[src/rtl/line_buffer_scanout_if.sv]
// Scanout bus: line buffer read/clear port plus the outgoing pixel stream.
// master = scanout engine, slave = line buffer RAM / downstream video side.
interface line_buffer_scanout_if #(
    parameter int PIX_W = 9
);
    logic                 line_start;
    logic                 lb_rd_en;
    logic [8:0]           lb_rd_addr;
    logic [8*PIX_W-1:0]   lb_rd_data;
    logic                 lb_clr_en;
    logic [8:0]           lb_clr_addr;
    logic [PIX_W-1:0]     pixel;
    logic                 pixel_valid;
    logic                 pixel_ready;
    logic                 line_done;
    logic                 overrun;

    modport master (
        input  line_start,
        output lb_rd_en, lb_rd_addr,
        input  lb_rd_data,
        output lb_clr_en, lb_clr_addr,
        output pixel, pixel_valid,
        input  pixel_ready,
        output line_done, overrun
    );

    modport slave (
        output line_start,
        input  lb_rd_en, lb_rd_addr,
        output lb_rd_data,
        input  lb_clr_en, lb_clr_addr,
        input  pixel, pixel_valid,
        output pixel_ready,
        input  line_done, overrun
    );
endinterface

[src/rtl/line_buffer_scanout.sv]
// Line buffer read side: fetches 8-pixel words, clears them behind the read,
// and serialises one pixel per cycle onto a valid/ready stream.
// Storage: 2-entry word FIFO feeding an output shifter (word + lane index).
module line_buffer_scanout #(
    parameter int LINE_WORDS = 80,
    parameter int PIX_W      = 9
) (
    input  logic                   clk_pix,
    input  logic                   rst_pix,
    line_buffer_scanout_if.master  bus
);
    localparam int         WORD_W   = 8 * PIX_W;
    localparam logic [9:0] END_ADDR = 10'(LINE_WORDS);

    typedef enum logic {IDLE, RUN} state_t;
    state_t state, state_nx;

    logic [9:0]        fetch_addr;
    logic [WORD_W-1:0] fifo_q [2];
    logic              fifo_rp, fifo_wp;
    logic [1:0]        fifo_cnt;
    logic [WORD_W-1:0] sh_word;
    logic [2:0]        sh_idx;

    logic              accept, ret, sh_free, issue, last;
    logic [2:0]        occ;
    logic              fifo_push, fifo_pop;
    logic [WORD_W-1:0] sh_word_nx;
    logic [2:0]        sh_idx_nx;
    logic              sh_vld_nx;
    logic [PIX_W-1:0]  pixel_nx;

    // Read data is on the bus exactly while the delayed clear strobe is high,
    // so lb_clr_en doubles as "return data valid this cycle".
    assign ret     = bus.lb_clr_en;
    assign accept  = bus.pixel_valid && bus.pixel_ready;
    assign sh_free = !bus.pixel_valid || (accept && sh_idx == 3'd7);
    // Words owned by the FIFO or still on their way back from the RAM.
    assign occ     = {1'b0, fifo_cnt} + {2'b00, bus.lb_rd_en} + {2'b00, bus.lb_clr_en};

    // FSM state register
    always_ff @(posedge clk_pix or posedge rst_pix) begin
        if (rst_pix) state <= IDLE;
        else         state <= state_nx;
    end

    // FSM next state: a line runs from line_start until its last pixel is accepted
    always_comb begin
        state_nx = state;
        case (state)
            IDLE:    if (bus.line_start) state_nx = RUN;
            RUN:     if (last) state_nx = IDLE;
            default: state_nx = IDLE;
        endcase
    end

    // FSM outputs: read issue and end-of-line detection
    always_comb begin
        issue = 1'b0;
        last  = 1'b0;
        case (state)
            IDLE: issue = bus.line_start;
            RUN: begin
                issue = (occ < 3'd2) && (fetch_addr < END_ADDR);
                last  = accept && (sh_idx == 3'd7) && (fetch_addr == END_ADDR) &&
                        (fifo_cnt == 2'd0) && !bus.lb_rd_en && !bus.lb_clr_en;
            end
            default: ;
        endcase
    end

    // Shifter next state: FIFO head has priority over returning data to keep order
    always_comb begin
        sh_word_nx = sh_word;
        sh_idx_nx  = sh_idx;
        sh_vld_nx  = bus.pixel_valid;
        fifo_push  = 1'b0;
        fifo_pop   = 1'b0;
        if (accept) sh_idx_nx = sh_idx + 3'd1;
        if (sh_free) begin
            sh_idx_nx = 3'd0;
            if (fifo_cnt != 2'd0) begin
                sh_word_nx = fifo_q[fifo_rp];
                sh_vld_nx  = 1'b1;
                fifo_pop   = 1'b1;
                fifo_push  = ret;
            end else if (ret) begin
                sh_word_nx = bus.lb_rd_data;
                sh_vld_nx  = 1'b1;
            end else begin
                sh_vld_nx  = 1'b0;
            end
        end else begin
            fifo_push = ret;
        end
        pixel_nx = sh_vld_nx ? sh_word_nx[sh_idx_nx*PIX_W +: PIX_W] : '0;
    end

    // Fetch side: read strobe, clear one cycle behind it, and the word FIFO
    always_ff @(posedge clk_pix or posedge rst_pix) begin
        if (rst_pix) begin
            bus.lb_rd_en    <= 1'b0;
            bus.lb_rd_addr  <= '0;
            bus.lb_clr_en   <= 1'b0;
            bus.lb_clr_addr <= '0;
            fetch_addr      <= '0;
            fifo_q[0]       <= '0;
            fifo_q[1]       <= '0;
            fifo_rp         <= 1'b0;
            fifo_wp         <= 1'b0;
            fifo_cnt        <= '0;
        end else begin
            bus.lb_rd_en  <= issue;
            if (issue) bus.lb_rd_addr <= fetch_addr[8:0];
            bus.lb_clr_en <= bus.lb_rd_en;
            if (bus.lb_rd_en) bus.lb_clr_addr <= bus.lb_rd_addr;
            if (last)       fetch_addr <= '0;
            else if (issue) fetch_addr <= fetch_addr + 10'd1;
            if (fifo_push) begin
                fifo_q[fifo_wp] <= bus.lb_rd_data;
                fifo_wp         <= ~fifo_wp;
            end
            if (fifo_pop) fifo_rp <= ~fifo_rp;
            fifo_cnt <= fifo_cnt + {1'b0, fifo_push} - {1'b0, fifo_pop};
        end
    end

    // Output side: shifter registers, registered pixel stream and status pulses
    always_ff @(posedge clk_pix or posedge rst_pix) begin
        if (rst_pix) begin
            sh_word         <= '0;
            sh_idx          <= '0;
            bus.pixel_valid <= 1'b0;
            bus.pixel       <= '0;
            bus.line_done   <= 1'b0;
            bus.overrun     <= 1'b0;
        end else begin
            sh_word         <= sh_word_nx;
            sh_idx          <= sh_idx_nx;
            bus.pixel_valid <= sh_vld_nx;
            bus.pixel       <= pixel_nx;
            bus.line_done   <= last;
            bus.overrun     <= bus.line_start && (state == RUN);
        end
    end
endmodule
[src/flat_wrapper.sv]
// flat-port wrapper written by rule: the top's interface ports become plain ports
module line_buffer_scanout_flat 
#(
    parameter int LINE_WORDS = 80,
    parameter int PIX_W      = 9
)
  (clk_pix, rst_pix, bus_line_start, bus_lb_rd_en, bus_lb_rd_addr, bus_lb_rd_data, bus_lb_clr_en, bus_lb_clr_addr, bus_pixel, bus_pixel_valid, bus_pixel_ready, bus_line_done, bus_overrun);
  line_buffer_scanout_if #(.PIX_W(PIX_W)) bus_i ();
  input  logic clk_pix;
  input  logic rst_pix;
  input wire logic [$bits(bus_i.line_start)-1:0] bus_line_start;
  output wire logic [$bits(bus_i.lb_rd_en)-1:0] bus_lb_rd_en;
  output wire logic [$bits(bus_i.lb_rd_addr)-1:0] bus_lb_rd_addr;
  input wire logic [$bits(bus_i.lb_rd_data)-1:0] bus_lb_rd_data;
  output wire logic [$bits(bus_i.lb_clr_en)-1:0] bus_lb_clr_en;
  output wire logic [$bits(bus_i.lb_clr_addr)-1:0] bus_lb_clr_addr;
  output wire logic [$bits(bus_i.pixel)-1:0] bus_pixel;
  output wire logic [$bits(bus_i.pixel_valid)-1:0] bus_pixel_valid;
  input wire logic [$bits(bus_i.pixel_ready)-1:0] bus_pixel_ready;
  output wire logic [$bits(bus_i.line_done)-1:0] bus_line_done;
  output wire logic [$bits(bus_i.overrun)-1:0] bus_overrun;
  assign bus_i.line_start = bus_line_start;
  assign bus_lb_rd_en = bus_i.lb_rd_en;
  assign bus_lb_rd_addr = bus_i.lb_rd_addr;
  assign bus_i.lb_rd_data = bus_lb_rd_data;
  assign bus_lb_clr_en = bus_i.lb_clr_en;
  assign bus_lb_clr_addr = bus_i.lb_clr_addr;
  assign bus_pixel = bus_i.pixel;
  assign bus_pixel_valid = bus_i.pixel_valid;
  assign bus_i.pixel_ready = bus_pixel_ready;
  assign bus_line_done = bus_i.line_done;
  assign bus_overrun = bus_i.overrun;
  line_buffer_scanout #(.LINE_WORDS(LINE_WORDS), .PIX_W(PIX_W)) u_core (.clk_pix(clk_pix), .rst_pix(rst_pix), .bus(bus_i));
endmodule
[config.mk]
export PLATFORM = sky130hd
export DESIGN_NAME = line_buffer_scanout_flat
export DESIGN_NICKNAME = d
export VERILOG_FILES = /design/src/rtl/line_buffer_scanout_if.sv /design/src/rtl/line_buffer_scanout.sv /design/src/flat_wrapper.sv
export SDC_FILE = /design/constraint.sdc
export NUM_CORES = 1
export LEC_CHECK = 0
export CAP_MARGIN = 10
export CORE_UTILIZATION = 55
export CTS_BUF_LIST = sky130_fd_sc_hd__clkbuf_4 sky130_fd_sc_hd__clkbuf_8
export CTS_CLUSTER_SIZE = 10
export DETAILED_ROUTE_END_ITERATION = 10
export GPL_TIMING_DRIVEN = 0
export PLACE_DENSITY = 0.82
export SKIP_LAST_GASP = 1
export SLEW_MARGIN = 30
export SYNTH_ARGS = -nofsm -noshare
export SYNTH_HDL_FRONTEND = slang
export SYNTH_SLANG_ARGS = --single-unit
export TNS_END_PERCENT = 5
[constraint.sdc]
create_clock -name clk_pix -period 12.6 [get_ports clk_pix]
set_input_delay 1.26 -clock clk_pix [delete_from_list [all_inputs] [get_ports clk_pix]]
set_output_delay 1.26 -clock clk_pix [all_outputs]
set_load 0.01 [all_outputs]
==> results.toml, run 1 <==
[pwr]
static-leakage-power_nw = 6.10
total_power_w = 0.00394
pwr_density_cell_nw_per_um2 = 278
ir_drop_worst_case_vdd_uv = 117

[setup_path]
critPathMaxFanout = 10
crit_chain = "ha_1 -> ha_1 -> a21boi_2 -> o21ai_1 -> nor2_1 -> buf_2 -> mux2_2"
timing.critical_path.arrival_ns = 3.38
end_kind = "flip-flop"
timing.critical_path.slowest_cell_delay_ns = 0.69
timing.critical_path.required_ns = 13.01
critPathMostFrequentCell = "ha_1"
critical_path.slowest_cell = "nor2_1"
path_buf_inv = 1
critical_path.top_delay_family = "simple AND/OR/NAND/NOR gates"
crit_type = "flip-flop to flip-flop"
worstSetupStartpointType = "flip-flop"

[sta]
grt_setup_unrepaired = "false"
slew-limit-headroom_pct = 41.3
worst_slew_pin_slew_ns = 0.877
final-setup-viol-count = 0
timing.final.max_slew_violations = 0
final_tns_setup_ns = 0
report.final.hold_viol_count = 0
achievable-frequency_ghz = 0.336
period_share_pct = 23.6
fin_skew_ns = 0.0260
holdWs_ns = 0.459
post-route-min-period_ns = 2.98

[placement]
io_buffers = 106
gp_congestion = 0.939
placed_cells_incl_taps = 1329
dp_hpwl_mm = 21.4

[clocking]
clock_latency_ns = 0.55
clock_tree.htree_level_count = 2
clk_sink_count = 266
resized_after_cts = 0
cts_tree = "built"
clock-root-buffer = "clkbuf_8"
cts_inserted_buffers = 43
cts.repair_timing.setup_buffer_count = 0
hold_buffers = 0
cts_max_path_buffers = 3
path_clk_slew_ns = 0.06

[synthesis]
postSynth.asyncResetShare_pct = 100
mappedNetlistNets = 1028
complex_gate_fraction_of_the_synthesized_area_pct = 11.0
netlist.top_cell.by_area = "dfrtp_1"
yosys-mux-area-fraction_pct = 22.5
synthesis.area_per_instance_sq_um = 12.6
yosysWarningCount = 0
synth_fa_ha_area_share_pct = 0.738
synth-seq-cells = 266
netlist.area_leader.share_pct = 56.1
seq_area_frac_synth_pct = 56.1
netlist_area_sq_um = 11900
xor_and_xnor_area_share_after_synthesis_pct = 0.738
synthFlopType = "dfrtp_1"
synth_enable_flop_cells = 0
synth_cells = 945
dominant_combinational_cell_family_by_area_after_synthesis = "multiplexers"
post_synth_num_cell_types = 58
yosys.area_share.simple_pct = 5.80
synth.top_cells.by_area = "dfrtp_1, mux2_2, o22ai_1"

[cells_and_area]
mostFrequentLayoutCells = "dfrtp_1, mux2_2, clkdlybuf4s50_1"
antenna_cells_inserted = 0
nFillCells = 1603
multiInputGateArea_sq_um = 4840
post_route_cells_drive_above_1_share_pct = 29.9
fin_nets = 1182
area_growth_syn_to_layout_pct = 19.7
final_common_cell = "dfrtp_1"
ff_latch_area_sq_um = 6660
final-instance-count-excl-fill = 1398

[detailed_routing]
route.detailed.wl_per_inst_microns = 22.0
detail_route.wirelength_mm = 30.7
drt_first_pass_iters = 5
post_drt_antenna_nets = 0
num_vias = 8467
drt-initial-drc-count = 577
detail_route.drc_violations = 0
routed_via_density = 6.06

[die]
floorplan.initialDensity_pct = 56.3
placementRows = 53
die_w_microns = 149
die-area_sq_um = 22200
io-pin-count = 108
core_region_area_sq_um = 21100
die_h_microns = 149

[run_status]
outcome = "finished, final reports clean"

[flow_run]
cap_viol_max_count = 0

[global_route]
first_pass_grt_wire_length_mm = 48.5
antenna_found_initial = 0
grt_pass1_vias = 8734
grt_util_all_layers_pct = 28.8
global_routing_met2_resource_utilization_pct = 45.8
groute.layer.met3.usage_pct = 5.20
busiest_layer = "met2"
global_route.usage.met1_pct = 39.5
maximum_number_of_pins_on_one_net_before_global_route_repair = 82
globalRouteOverflowTotal = 0

[hold_path]
hold_class = "flip-flop to flip-flop"
final timing paths:
path,startpoint,slack [ns],end,depth (start not counted)
max in group asynchronous,rst_pix,10.36,u_core.fifo_q[47]$_DFFE_PP0P_,4
worst max register to register,u_core.sh_idx[0]$_DFF_PP0_,9.62,u_core.fifo_q[95]$_DFFE_PP0P_,7
min in group asynchronous,rst_pix,1.14,u_core.fifo_q[108]$_DFFE_PP0P_,2
worst min-delay path,u_core.bus.lb_rd_en$_DFF_PP0_,0.46,u_core.bus.lb_clr_en$_DFF_PP0_,0
worst min register to register,u_core.bus.lb_rd_en$_DFF_PP0_,0.46,u_core.bus.lb_clr_en$_DFF_PP0_,0
worst max-delay path,u_core.sh_idx[0]$_DFF_PP0_,9.62,u_core.fifo_q[95]$_DFFE_PP0P_,7
metal layers:
metal	routed length, microns	part of all wire (%)
met4	931	3.0
met3	1950	6.3
met1	13000	42
met2	14900	48
met5	0	0
through the flow:
stage / setup slack, ns / instance area [sq um] / utilization (%)
after floorplan: 4.01 / 11900 / -
after global placement: 0.875 / 13300 / 62.9
after detailed placement: 9.20 / 13400 / 63.3
after CTS: 9.66 / 14200 / 67.3
after global routing: 9.54 / 14200 / 67.3
final: 9.62 / 14200 / 67.3
cell type report:
type	instances	area share, %
Clock buffer	66	5.78
Sequential cell	266	46.9
Inverter	13	0.397
Buffer	66	2.22
Multi-Input combinational cell	600	34.1
Tap cell	275	2.42
Timing Repair Buffer	109	8.05
Clock inverter	3	0.123
flip-flops by register name (all words and copies together) (netlist names):
name / count
u_core.bus.overrun: 1
u_core.sh_idx: 3
u_core.bus.line_done: 1
u_core.fifo_q: 144
u_core.fifo_rp: 1
u_core.fifo_wp: 1
u_core.fetch_addr: 10
u_core.bus.lb_clr_en: 1
u_core.bus.lb_rd_addr: 9
u_core.bus.pixel_valid: 1
u_core.bus.pixel: 9
u_core.state: 1
u_core.fifo_cnt: 2
u_core.bus.lb_clr_addr: 9
u_core.bus.lb_rd_en: 1
u_core.sh_word: 72
synth_stat cells, types with 3 or more instances:
library cell  number
dfrtp_1          266
mux2_2           212
nor2_1            76
o22ai_1           60
a21oi_1           59
buf_2             39
mux2i_1           24
nand2_1           19
a2bb2oi_1         16
o22a_1            16
clkbuf_1          15
nand3_1           15
inv_1             13
o21ai_0           12
buf_1              9
ha_1               7
xnor2_1            6
a221oi_1           5
nor2b_1            5
nor3_1             5
a31oi_1            4
and2_1             4
mux2_1             4
o221ai_1           4
xor2_1             4
a22oi_1            3
and3_1             3
power by group:
group	switching (W)	leakage (nW)	total (W)	internal, W
logic	0.000878	2.53	0.00172	0.000837
clock network	0.000321	0.446	0.000731	0.000410
registers	0.000220	3.13	0.00150	0.00128
worst register-to-register path: cells and delay by family, from the launching register on:
family,cells,cell delay [ns]
AOI/OAI and AO/OA,2,0.33
adders and majority gates,2,0.48
buffers and inverters,1,0.52
DFF,1,0.41
muxes,1,0.39
and+or+nand+nor,1,0.69
cell families after synthesis:
| family | after synthesis |
|---|---|
| and+or+nand+nor | 145 |
| buffers and inverters | 79 |
| xor gates and xnor gates | 10 |
| muxes | 240 |
| AOI/OAI and AO/OA | 198 |
| DFF | 266 |
| adders and majority gates | 7 |
Power figures use the tool's default switching activity.
==> inputs of run 2 (changes only) <==
clock period = 2.74 ns   (was 12.6 ns; I/O delays follow)
==> run 2 against run 1 <==
  * Via count up 2.0%
  * Highest routed layer unchanged
  * Combinational power rose to 4.7 times the previous value
  * Clock power rose to 4.9 times the previous value
  * First-iteration DRC count up 2.3%
==> results.toml, run 2 (synthesis gave the netlist of run 1 again) <==
[placement]
gp_congestion = 0.921
detailed_place.area_sq_um = 13500
dp_hpwl_mm = 21.9
io_buffers = 106
dp_worst_setup_slack_ns = -0.0912

[sta]
final_tns_setup_ns = 0
period_share_pct = 97.6
timing.final.max_slew_violations = 0
worst_slew_pin_slew_ns = 0.791
grt_setup_unrepaired = "true"
worst_slack_ns = 0.0649
slew-limit-headroom_pct = 46.8
fin_skew_ns = 0.0187
post-route-min-period_ns = 2.68
achievable-frequency_ghz = 0.374
final-setup-viol-count = 0
report.final.hold_viol_count = 0
holdWs_ns = 0.100

[cells_and_area]
nFillCells = 1515
ff_latch_area_sq_um = 6660
largest_register_ffs = 144
multiInputGateArea_sq_um = 4880
post_route_cells_drive_above_1_share_pct = 31.4
area_growth_syn_to_layout_pct = 22.3
finish.instance_area_sq_um = 14500
mostFrequentLayoutCells = "dfrtp_1, mux2_2, clkdlybuf4s50_1"
fin_nets = 1190
antenna_cells_inserted = 0
top_regs = "u_core.fifo_q: 144 flops, u_core.sh_word: 72 flops, u_core.fetch_addr: 10 flops"
final_common_cell = "dfrtp_1"
top_register = "u_core.fifo_q"

[global_route]
grt_util_all_layers_pct = 29.6
grt_pass1_vias = 9042
busiest_layer = "met2"
antenna_found_initial = 0
globalRouteOverflowTotal = 0
maximum_number_of_pins_on_one_net_before_global_route_repair = 30
global_route.usage.met1_pct = 40.1
first_pass_grt_wire_length_mm = 49.9
global_routing_met2_resource_utilization_pct = 47.4
groute.layer.met3.usage_pct = 5.60

[pwr]
pwr_density_cell_nw_per_um2 = 1280
ir_drop_worst_case_vdd_uv = 777
total_power_w = 0.0186
static-leakage-power_nw = 6.25

[die]
io-pin-count = 108
floorplan.initialDensity_pct = 56.3
die_w_microns = 149
die_h_microns = 149
core_region_area_sq_um = 21100
die-area_sq_um = 22200
placementRows = 53

[clocking]
cts_max_path_buffers = 3
cts.repair_timing.setup_buffer_count = 0
path_clk_slew_ns = 0.06
clock_tree.htree_level_count = 2
clock-root-buffer = "clkbuf_8"
resized_after_cts = 1
clk_sink_count = 266
cts_inserted_buffers = 43
cts_tree = "built"
hold_buffers = 0
clock_latency_ns = 0.54

[setup_path]
timing.critical_path.slowest_cell_delay_ns = 0.43
critPathMaxFanout = 10
timing.critical_path.arrival_ns = 3.13
timing.critical_path.required_ns = 3.20
critical_path.slowest_cell = "dfrtp_1"
crit_type = "flip-flop to flip-flop"
end_kind = "flip-flop"
setup.reg_to_reg.worst_slack_ns = 0.06
critPathMostFrequentCell = "buf_2"
crit_chain = "nor2_1 -> buf_2 -> buf_2 -> buf_2 -> nor2_1 -> ha_1 -> inv_1 -> ha_1 -> xnor2_1 -> xnor2_1"
worstSetupStartpointType = "flip-flop"

[detailed_routing]
num_vias = 8634
post_drt_antenna_nets = 0
routed_via_density = 6.11
drt-initial-drc-count = 590
detail_route.wirelength_mm = 31.6
detail_route.drc_violations = 0
drt_first_pass_iters = 5
route.detailed.wl_per_inst_microns = 22.4

[flow_run]
cap_viol_max_count = 0

[run_status]
outcome = "finished, final reports clean"

[hold_path]
hold_class = "input pin to asynchronous set/reset pin"
[run 2: changes by cell type in the layout (fill, tap and decap cells not counted), moves of 2 or more]
cell	before	now
clkbuf_8	52	60
buf_12	0	5
clkbuf_4	14	9
clkinv_2	2	6
buf_16	3	6
clkbuf_1	15	13
clkbuf_2	0	2
[run 2: final timing paths]
check | cells past startpoint | to | startpoint
max in group asynchronous | 6 | u_core.fifo_q[122]$_DFFE_PP0P_ | rst_pix
min reg2reg | 0 | u_core.bus.lb_clr_en$_DFF_PP0_ | u_core.bus.lb_rd_en$_DFF_PP0_
min in group clk_pix | 3 | u_core.bus.line_done$_DFF_PP0_ | bus_pixel_ready
min | 2 | u_core.fifo_q[110]$_DFFE_PP0P_ | rst_pix
max | 10 | u_core.fifo_cnt[1]$_DFF_PP0_ | u_core.fifo_cnt[1]$_DFF_PP0_
max reg2reg | 10 | u_core.fifo_cnt[1]$_DFF_PP0_ | u_core.fifo_cnt[1]$_DFF_PP0_
[run 2: cell type report]
cell class                      count  share of cell area (%)
Buffer                             66                    2.19
Tap cell                          275                    2.37
Clock inverter                      6                   0.207
Multi-Input combinational cell    600                    33.7
Timing Repair Buffer              117                    9.14
Inverter                           13                   0.362
Sequential cell                   266                    45.9
Clock buffer                       69                    6.16
[run 2: metal layers]
layer  share of wire, %  vias up
li1                   -     3786
met2                 48      362
met1                 42     4416
met3                7.0       70
met4                3.4        0
met5                  0        -
[run 2: metrics by stage]
stage	instances	util, %
5_1_grt	1412	68.8
2_1_floorplan	945	-
3_5_place_dp	1337	64.2
3_3_place_gp	1326	62.9
6_report	1412	68.8
4_1_cts	1412	68.6
[run 2: worst max-delay path, delay by kind of cell, from the launching register on]
family	cells	cell delay, ns
and+or+nand+nor	2	0.39
buffers and inverters	4	0.97
adders and majority gates	2	0.49
xor gates and xnor gates	2	0.30
DFF	1	0.43
[run 2: power by group]
part | total (W) | internal (W) | switching (W)
Clock | 0.00361 | 0.00206 | 0.00155
Combinational | 0.00805 | 0.00391 | 0.00413
Sequential | 0.00691 | 0.00587 | 0.00104
Total | 0.0186 | 0.0118 | 0.00672
